## src/rtl/uart_pkg.sv

```systemverilog
// Shared constants and FSM state encoding for the UART receive path.
package uart_pkg;

    // Default oversampling: 100 MHz system clock, 9600 baud line.
    localparam int CLKS_PER_BIT_DEFAULT = 10416;

    // Frame geometry: 1 start + 8 data (LSB first) + 1 stop, no parity.
    localparam int DATA_BITS  = 8;
    localparam int FRAME_BITS = 10;

    // Receiver states; the encoding is also driven out on the debug port.
    typedef enum logic [2:0] {
        ST_IDLE      = 3'd0,
        ST_START     = 3'd1,
        ST_DATA      = 3'd2,
        ST_STOP      = 3'd3,
        ST_WAIT_HIGH = 3'd4
    } rx_state_e;

endpackage

```

## src/rtl/sync_2ff.sv

```systemverilog
// Two-flop synchronizer for a single asynchronous level.
// It resets to 1 so that an idle-high serial line does not look like a
// start bit while reset is being released.
module sync_2ff (
    input  logic clk,
    input  logic rst_n,
    input  logic d,
    output logic q
);

    logic meta_q, meta_d;
    logic sync_q, sync_d;

    // Next values: a plain two-stage shift of the input.
    always_comb begin
        meta_d = d;
        sync_d = meta_q;
    end

    // Synchronizer flops, forced to the idle level by reset.
    always_ff @(posedge clk or negedge rst_n) begin
        if (!rst_n) begin
            meta_q <= 1'b1;
            sync_q <= 1'b1;
        end else begin
            meta_q <= meta_d;
            sync_q <= sync_d;
        end
    end

    assign q = sync_q;

endmodule

```

## src/rtl/uart_rx_ctrl.sv

```systemverilog
// UART receiver: 8N1 frames, mid-bit sampling, one-byte holding register.
//
// Consumer handshake: VALID is high while DATA holds a byte that has not
// been acknowledged. The consumer raises ACK for a cycle in which VALID is
// high; VALID drops on the following cycle. ACK while VALID is low has no
// effect. A byte that completes while VALID is still high replaces DATA and
// pulses OVERRUN, unless ACK is high in that very cycle, in which case the
// old byte counts as consumed and no OVERRUN is raised.
//
// STATE_DBG exposes the FSM state register for observation only.
module uart_rx_ctrl
    import uart_pkg::*;
#(
    parameter int CLKS_PER_BIT = CLKS_PER_BIT_DEFAULT
) (
    input  logic       CLK,
    input  logic       RST_N,
    input  logic       UART_RX,
    input  logic       ACK,
    output logic [7:0] DATA,
    output logic       VALID,
    output logic       FRAME_ERR,
    output logic       OVERRUN,
    output logic       BUSY,
    output logic [2:0] STATE_DBG
);

    // Bit-period counter is just wide enough to reach CLKS_PER_BIT-1.
    localparam int CNT_W = (CLKS_PER_BIT > 1) ? $clog2(CLKS_PER_BIT) : 1;

    // Terminal counts: half a bit to reach mid start bit, a full bit after.
    localparam logic [CNT_W-1:0] HALF_LAST = CNT_W'(CLKS_PER_BIT / 2 - 1);
    localparam logic [CNT_W-1:0] BIT_LAST  = CNT_W'(CLKS_PER_BIT - 1);
    localparam logic [2:0]       IDX_LAST  = 3'(DATA_BITS - 1);

    logic                   rx_s;

    rx_state_e              state_q, state_d;
    logic [CNT_W-1:0]       cnt_q, cnt_d;
    logic [2:0]             bit_idx_q, bit_idx_d;
    logic [DATA_BITS-1:0]   shift_q, shift_d;
    logic [DATA_BITS-1:0]   data_q, data_d;
    logic                   valid_q, valid_d;
    logic                   frame_err_q, frame_err_d;
    logic                   overrun_q, overrun_d;

    // Per-cycle events raised by the FSM for the output register logic.
    logic                   byte_done;
    logic                   stop_bad;

    sync_2ff u_sync_rx (
        .clk   (CLK),
        .rst_n (RST_N),
        .d     (UART_RX),
        .q     (rx_s)
    );

    // FSM next state: start detect, mid-bit sampling, stop check, break wait.
    always_comb begin
        state_d   = state_q;
        cnt_d     = cnt_q;
        bit_idx_d = bit_idx_q;
        shift_d   = shift_q;
        byte_done = 1'b0;
        stop_bad  = 1'b0;

        case (state_q)
            ST_IDLE: begin
                cnt_d     = '0;
                bit_idx_d = '0;
                if (!rx_s) begin
                    state_d = ST_START;
                end
            end

            ST_START: begin
                // Re-check the line at mid start bit; a high level means the
                // falling edge was a glitch and the frame is dropped silently.
                if (cnt_q == HALF_LAST) begin
                    cnt_d     = '0;
                    bit_idx_d = '0;
                    state_d   = rx_s ? ST_IDLE : ST_DATA;
                end else begin
                    cnt_d = cnt_q + CNT_W'(1);
                end
            end

            ST_DATA: begin
                if (cnt_q == BIT_LAST) begin
                    cnt_d            = '0;
                    shift_d[bit_idx_q] = rx_s;
                    if (bit_idx_q == IDX_LAST) begin
                        state_d = ST_STOP;
                    end else begin
                        bit_idx_d = bit_idx_q + 3'd1;
                    end
                end else begin
                    cnt_d = cnt_q + CNT_W'(1);
                end
            end

            ST_STOP: begin
                if (cnt_q == BIT_LAST) begin
                    cnt_d = '0;
                    if (rx_s) begin
                        byte_done = 1'b1;
                        state_d   = ST_IDLE;
                    end else begin
                        stop_bad = 1'b1;
                        state_d  = ST_WAIT_HIGH;
                    end
                end else begin
                    cnt_d = cnt_q + CNT_W'(1);
                end
            end

            ST_WAIT_HIGH: begin
                // Hold off until the line returns high so a long break
                // produces a single framing error, not a stream of them.
                cnt_d = '0;
                if (rx_s) begin
                    state_d = ST_IDLE;
                end
            end

            default: begin
                state_d   = ST_IDLE;
                cnt_d     = '0;
                bit_idx_d = '0;
            end
        endcase
    end

    // Holding register, VALID handshake and the two error pulses.
    always_comb begin
        data_d      = data_q;
        valid_d     = valid_q;
        frame_err_d = stop_bad;
        overrun_d   = byte_done && valid_q && !ACK;

        if (byte_done) begin
            data_d  = shift_q;
            valid_d = 1'b1;
        end else if (ACK && valid_q) begin
            valid_d = 1'b0;
        end
    end

    // State and output registers; reset abandons any frame in progress.
    always_ff @(posedge CLK or negedge RST_N) begin
        if (!RST_N) begin
            state_q     <= ST_IDLE;
            cnt_q       <= '0;
            bit_idx_q   <= '0;
            shift_q     <= '0;
            data_q      <= '0;
            valid_q     <= 1'b0;
            frame_err_q <= 1'b0;
            overrun_q   <= 1'b0;
        end else begin
            state_q     <= state_d;
            cnt_q       <= cnt_d;
            bit_idx_q   <= bit_idx_d;
            shift_q     <= shift_d;
            data_q      <= data_d;
            valid_q     <= valid_d;
            frame_err_q <= frame_err_d;
            overrun_q   <= overrun_d;
        end
    end

    assign DATA      = data_q;
    assign VALID     = valid_q;
    assign FRAME_ERR = frame_err_q;
    assign OVERRUN   = overrun_q;
    assign BUSY      = (state_q != ST_IDLE);
    assign STATE_DBG = state_q;

endmodule

```

## config.mk

```make
export PLATFORM = sky130hd
export DESIGN_NAME = uart_rx_ctrl
export DESIGN_NICKNAME = d
export VERILOG_FILES = /design/src/rtl/uart_pkg.sv /design/src/rtl/sync_2ff.sv /design/src/rtl/uart_rx_ctrl.sv
export SDC_FILE = /design/constraint.sdc
export NUM_CORES = 1
export LEC_CHECK = 0
export CORE_MARGIN = 3
export CORE_UTILIZATION = 45
export DETAILED_ROUTE_END_ITERATION = 8
export PLACE_DENSITY = 0.68
export SYNTH_ARGS = -nofsm -noshare
export SYNTH_HDL_FRONTEND = slang
export SYNTH_HIERARCHICAL = 1
export SYNTH_SLANG_ARGS = --single-unit
```

## constraint.sdc

```tcl
create_clock -name CLK -period 6 [get_ports CLK]
set_input_delay 0.9 -clock CLK [delete_from_list [all_inputs] [get_ports CLK]]
set_output_delay 0.9 -clock CLK [all_outputs]
set_load 0.03 [all_outputs]
```

==> results of run 1 <==
-- metrics by stage --
| step | setup WS (ns) | hold WS (ns) |
|---|---|---|
| after floorplan | 3.87 | 0.345 |
| after global placement | 3.66 | 0.347 |
| after detailed placement | 3.64 | 0.347 |
| after CTS | 3.30 | 0.359 |
| after global routing | 3.23 | 0.369 |
| final | 3.31 | 0.358 |
-- power by group through the flow --
stage	clock network [uW]	logic (uW)	registers, uW
6_report	179	7.97	279
5_1_grt	195	9.53	279
4_1_cts	186	8.45	279
3_5_place_dp	0	8.43	284
3_3_place_gp	0	8.11	284
2_1_floorplan	0	1.82	283
-- critical path: cells and delay by family, from the launching register on --
kind,cells,cell delay (ns)
DFF,1,0.50
and+or+nand+nor,1,0.40
buffers and inverters,1,0.59
-- how the worst min path moves through the flow --
stage               slack, ns          end
finish                   0.36  u_sync_rx/q
global route             0.37  u_sync_rx/q
CTS                      0.36  u_sync_rx/q
detailed placement       0.35  u_sync_rx/q
global placement         0.35  u_sync_rx/q
floorplan                0.35  u_sync_rx/q
-- placed cells by master, fill, tap and decap left out, drive strengths merged, types with 2 or more instances in the layout --
master	n
a31oi	3
nor3	4
xor2	6
xnor2	6
clkdlybuf4s50	17
ha	3
dfrtp	39
mux2	17
clkbuf	5
nand3	9
nand2b	2
and3	2
and4	4
nor2b	5
clkinv	2
nand2	8
dfstp	2
a21oi	7
nor2	21
nor4	2
nand4	8
nor3b	5
nand4b	3
-- cell type report --
class                   count  share of cell area
flip-flops and latches     41               0.455
multi-input cells         130               0.400
repair buffers             18              0.0774
clock buffers               5              0.0304
well taps                  50              0.0277
clock inverters             3             0.00774
inverters                   1             0.00166
-- kinds of logic (layout without fill, tap and decap cells) --
logic type,Yosys count,after routing,share of synthesized area
AND/OR/NAND/NOR,80,80,0.226
buffers and inverters,11,27,0.0337
AO/OA/AOI/OAI,17,17,0.0550
adder cells (fa/ha/maj),3,3,0.0188
XOR/XNOR,12,12,0.0525
multiplexers,18,18,0.101
flip-flops,41,41,0.514
-- metal layers --
layer,up-vias,share of wire,track usage
met3,7,0.041,0.0468
met4,0,0.015,0.0574
li1,680,-,-
met1,699,0.47,0.219
met5,-,0,0
met2,30,0.47,0.246
-- state kept, by name, summed over array words and instances, names as in the netlist --
name / count
OVERRUN: 1
DATA: 8
FRAME_ERR: 1
cnt_q: 14
shift_q: 8
u_sync_rx/q: 1
bit_idx_q: 3
VALID: 1
u_sync_rx/meta_q: 1
STATE_DBG: 3
==> flow_metrics.py, run 1 <==
metrics = {
    "status": {
        "status": "completed",
    },
    "clock_network": {
        "numCtsBuffers": 5,
        "htree_levels": 2,
        "cts_setup_buffers": 0,
        "cts_hold_buf": 0,
        "cts_tree": "done",
        "cts_sinks": 41,
        "postCtsResizedCells": 0,
        "clkTransAtPathRegs_ns": 0.08,
        "clk_latency_ns": 0.30,
        "clock_path_buffers": 2,
        "cts_root_buf": "clkbuf_8",
    },
    "sta": {
        "relSlewSlack": 0.403,
        "fin_tns_setup_ns": 0,
        "worstMarginPinSlew_ns": 0.896,
        "period_minus_slack_ns": 2.69,
        "finalCritPeriodShare": 0.449,
        "fmax_mhz": 371,
        "setup_viol": 0,
        "skew_ns": 0.0108,
        "final_max_slew_viol_count": 0,
        "rsz0062_at_grt": "no",
        "hold_viol": 0,
    },
    "synthesis": {
        "syn_avg_cell_area_um2": 11.0,
        "synth_cell_types": 44,
        "ys_seq_area_frac": 0.514,
        "synthTopCellsByCount": "dfrtp_1, nor2_1, mux2_2, nand3_1",
        "yosysTopAreaCell": "dfrtp_1",
        "ys_ff_latch": 41,
        "post-synth-top-count-cell": "dfrtp_1",
        "synthFlopType": "dfrtp_1",
        "synthCells": 182,
        "yosys_warnings": 6,
        "synthTopCellsByArea": "dfrtp_1, mux2_2, nor2_1",
        "synth_edf_count": 0,
        "synth.cell_area_um2": 2000,
        "async_flop_share": 1.00,
        "synth_top_area_frac": 0.488,
        "synthesis.nets": 189,
    },
    "global_routing": {
        "grt_pass1_wl_um": 6590,
        "grtUsageTotal": 0.161,
        "grt_pass1_vias": 1376,
        "grt_antenna_before_repair": 0,
        "overflow": 0,
        "grt_start_max_net_pins": 42,
    },
    "pwr": {
        "power_frac_seq": 0.599,
        "p_sw_uw": 106,
        "peakVddDrop_v": 0.000125,
        "power_switching_share": 0.227,
        "combPwrFrac": 0.017,
        "intPower_uw": 360,
        "pwr-share-clk": 0.384,
        "power_density_nw_per_um2": 206,
        "fin_total_pwr_uw": 466,
        "p_leak_uw": 0.000983,
    },
    "cells_and_area": {
        "register_area_um2": 1030,
        "fill_cells": 380,
        "design_area_um2": 2260,
        "layout.cells.non_filler": 248,
        "drive_gt1_frac": 0.146,
        "multi_input_area_um2": 906,
        "area_growth_pct": 13.0,
        "diodes": 0,
        "design.final.nets": 204,
        "finish.utilization": 0.546,
    },
    "setup_path": {
        "path_cells": "or3_1 -> clkdlybuf4s50_1",
        "reg2reg_from": "cnt_q[0]",
        "worstPathMaxFanout": 13,
        "reg2reg_slack_ns": 3.78,
        "worst_ep_required_time_ns": 5.10,
        "critPathLaunchType": "flip-flop",
        "critPathKind": "flip-flop to output pin",
        "arrival_ns": 1.79,
        "timing.rr.end": "STATE_DBG[0]",
        "setup.worst_path.end": "BUSY",
        "reg2reg_depth": 5,
        "worstSetupStartpoint": "STATE_DBG[1]",
        "cp-end-kind": "output pin",
        "critPathMaxStageDelay_ns": 0.59,
        "slowest_stage": "clkdlybuf4s50_1",
    },
    "routing": {
        "routed_wl_um": 3840,
        "drt_iter0_markers": 58,
        "wl_per_cell_um": 15.5,
        "via_count": 1416,
        "vias_per_cell": 5.71,
        "ant_nets": 0,
        "dr.pass1.iters": 4,
        "drc": 0,
    },
    "floorplan": {
        "dieArea_um2": 5290,
        "start_util": 0.483,
        "coreArea_um2": 4140,
        "die_w_um": 72.7,
        "die_y_um": 72.7,
        "ios": 19,
        "rows": 23,
    },
    "placement": {
        "portBuffers": 18,
        "place.gp.congestion": 0.823,
        "dp_cells": 240,
        "dpl_cell_area_um2": 2180,
        "dp_hpwl_um": 2650,
    },
    "hold_path": {
        "min_path_cells": 0,
        "holdCritPathClass": "flip-flop to flip-flop",
        "min_from": "u_sync_rx/meta_q",
    },
    "flow_run": {
        "max_cap_viol_count": 0,
    },
}
(Power assumes the default switching activity.)
==> run 2: changes to the inputs <==
Settings changed: PLACE_DENSITY 0.68 to 0.71.
Clock period 6 ns to 2.15 ns, I/O delays scaled along.
==> flow_metrics.py, run 2 (synthesis results as in run 1) <==
metrics = {
    "status": {
        "status": "completed",
    },
    "sta": {
        "hold_viol": 0,
        "fmax_mhz": 490,
        "rsz0062_at_grt": "no",
        "finalCritPeriodShare": 0.948,
        "period_minus_slack_ns": 2.04,
        "final_max_slew_viol_count": 0,
        "worstMarginPinSlew_ns": 0.386,
        "skew_ns": 0.0100,
        "fin_tns_setup_ns": 0,
        "relSlewSlack": 0.742,
        "setup_viol": 0,
    },
    "pwr": {
        "peakVddDrop_v": 0.000416,
        "p_leak_uw": 0.00102,
        "power_density_nw_per_um2": 564,
        "fin_total_pwr_uw": 1320,
    },
    "placement": {
        "dp_cells": 246,
        "dp_hpwl_um": 2860,
        "portBuffers": 18,
        "place.gp.congestion": 0.846,
    },
    "routing": {
        "ant_nets": 0,
        "via_count": 1465,
        "dr.pass1.iters": 4,
        "wl_per_cell_um": 15.6,
        "routed_wl_um": 3970,
        "drc": 0,
        "drt_iter0_markers": 114,
        "vias_per_cell": 5.75,
    },
    "clock_network": {
        "cts_sinks": 41,
        "clkTransAtPathRegs_ns": 0.08,
        "htree_levels": 2,
        "clock_path_buffers": 2,
        "numCtsBuffers": 5,
        "clk_latency_ns": 0.30,
        "cts_root_buf": "clkbuf_8",
        "cts_tree": "done",
    },
    "hold_path": {
        "hold_end": "u_sync_rx/q",
        "holdCritPathClass": "flip-flop to flip-flop",
        "min_path_cells": 0,
        "min_from": "u_sync_rx/meta_q",
    },
    "setup_path": {
        "worst_ep_required_time_ns": 2.33,
        "cp-end-kind": "flip-flop",
        "critPathLaunchType": "flip-flop",
        "reg2reg_slack_ns": 0.11,
        "timing.rr.end": "shift_q[3]",
        "reg2reg_from": "cnt_q[0]",
        "slowest_stage": "dfrtp_1",
        "reg2reg_depth": 5,
        "critPathKind": "flip-flop to flip-flop",
        "cp_top_family": "simple AND/OR/NAND/NOR gates",
        "path_cells": "ha_1 -> and4_1 -> nand4_1 -> nor4_2 -> mux2_1",
        "critPathMaxStageDelay_ns": 0.40,
        "worstPathMaxFanout": 7,
        "critical_path.n_buffers_inverters": 0,
        "arrival_ns": 2.22,
    },
    "floorplan": {
        "die_y_um": 72.7,
        "die_w_um": 72.7,
        "start_util": 0.483,
        "rows": 23,
        "dieArea_um2": 5290,
        "coreArea_um2": 4140,
        "ios": 19,
    },
    "global_routing": {
        "grtUsageTotal": 0.170,
        "overflow": 0,
        "grt_pass1_vias": 1467,
        "grt_start_max_net_pins": 20,
        "grt_pass1_wl_um": 6910,
        "grt_antenna_before_repair": 0,
    },
    "cells_and_area": {
        "layout_common_cells": "dfrtp_1, nor2_1, clkdlybuf4s50_1, mux2_2, nand3_1",
        "final_common_cell": "dfrtp_1",
        "layout.cells.non_filler": 255,
        "diodes": 0,
        "design.final.nets": 212,
        "largest-register": "cnt_q",
        "fill_cells": 358,
        "area_growth_pct": 16.7,
        "finish.utilization": 0.564,
        "drive_gt1_frac": 0.180,
        "largest_reg_flops": 14,
    },
    "flow_run": {
        "max_cap_viol_count": 0,
    },
}
## run 2: cell count changes in the layout (fill, tap and decap cells not counted), sizes merged
cell | previous run | this run
clkinv | 2 | 0
dlygate4sd2 | 0 | 1
buf | 1 | 8
clkbuf | 5 | 6
dlygate4sd3 | 0 | 1
clkdlybuf4s50 | 17 | 16
## run 2: through the flow
stage | hold WS [ns] | setup WS [ns] | cell area (um2)
2_1_floorplan | 0.0269 | 0.168 | 2000
3_3_place_gp | 0.214 | 0.132 | 2220
3_5_place_dp | 0.221 | 0.00881 | 2220
4_1_cts | 0.356 | 0.0137 | 2320
5_1_grt | 0.357 | 0.00546 | 2340
6_report | 0.347 | 0.111 | 2340
## run 2: what timing repair did
item / CTS / global route
hold endpoints to repair: 10 / 0
pin swaps: 0 / 1
setup endpoints to repair: 1 / 7
gates resized for setup: 1 / 3
hold buffers: 1 / 0
setup buffers: 0 / 1
## run 2: per-layer routing
metal / vias to the layer above / part of all wire / track usage
li1: 694 / - / -
met1: 738 / 0.45 / 0.221
met2: 29 / 0.50 / 0.271
met3: 4 / 0.040 / 0.0413
met4: 0 / 0.012 / 0.0697
met5: - / 0 / 0
## run 2: area by class of cell
cell class,count,area [um2],share of cell area
Timing Repair Buffer,26,236,0.101
Clock buffer,6,82.6,0.0354
Inverter,1,3.75,0.00161
Clock inverter,1,7.51,0.00321
Sequential cell,41,1030,0.440
Multi-Input combinational cell,130,915,0.392
Tap cell,50,62.6,0.0268
## run 2: worst max-delay path by stage
stage	startpoint	end	slack, ns	cells past startpoint
floorplan	STATE_DBG[0]	shift_q[3]	0.17	5
global placement	cnt_q[0]	shift_q[6]	0.13	5
detailed placement	cnt_q[0]	shift_q[6]	0.009	5
CTS	cnt_q[0]	shift_q[6]	0.01	5
global route	cnt_q[0]	shift_q[3]	0.005	5
finish	cnt_q[0]	shift_q[3]	0.11	5
## run 2: report_power, final
part / internal (uW) / leakage, uW / switching, uW
clock network: 254 / 0.0000433 / 259
registers: 774 / 0.000551 / 3.93
logic: 9.62 / 0.000425 / 17.0
total: 1040 / 0.00102 / 280
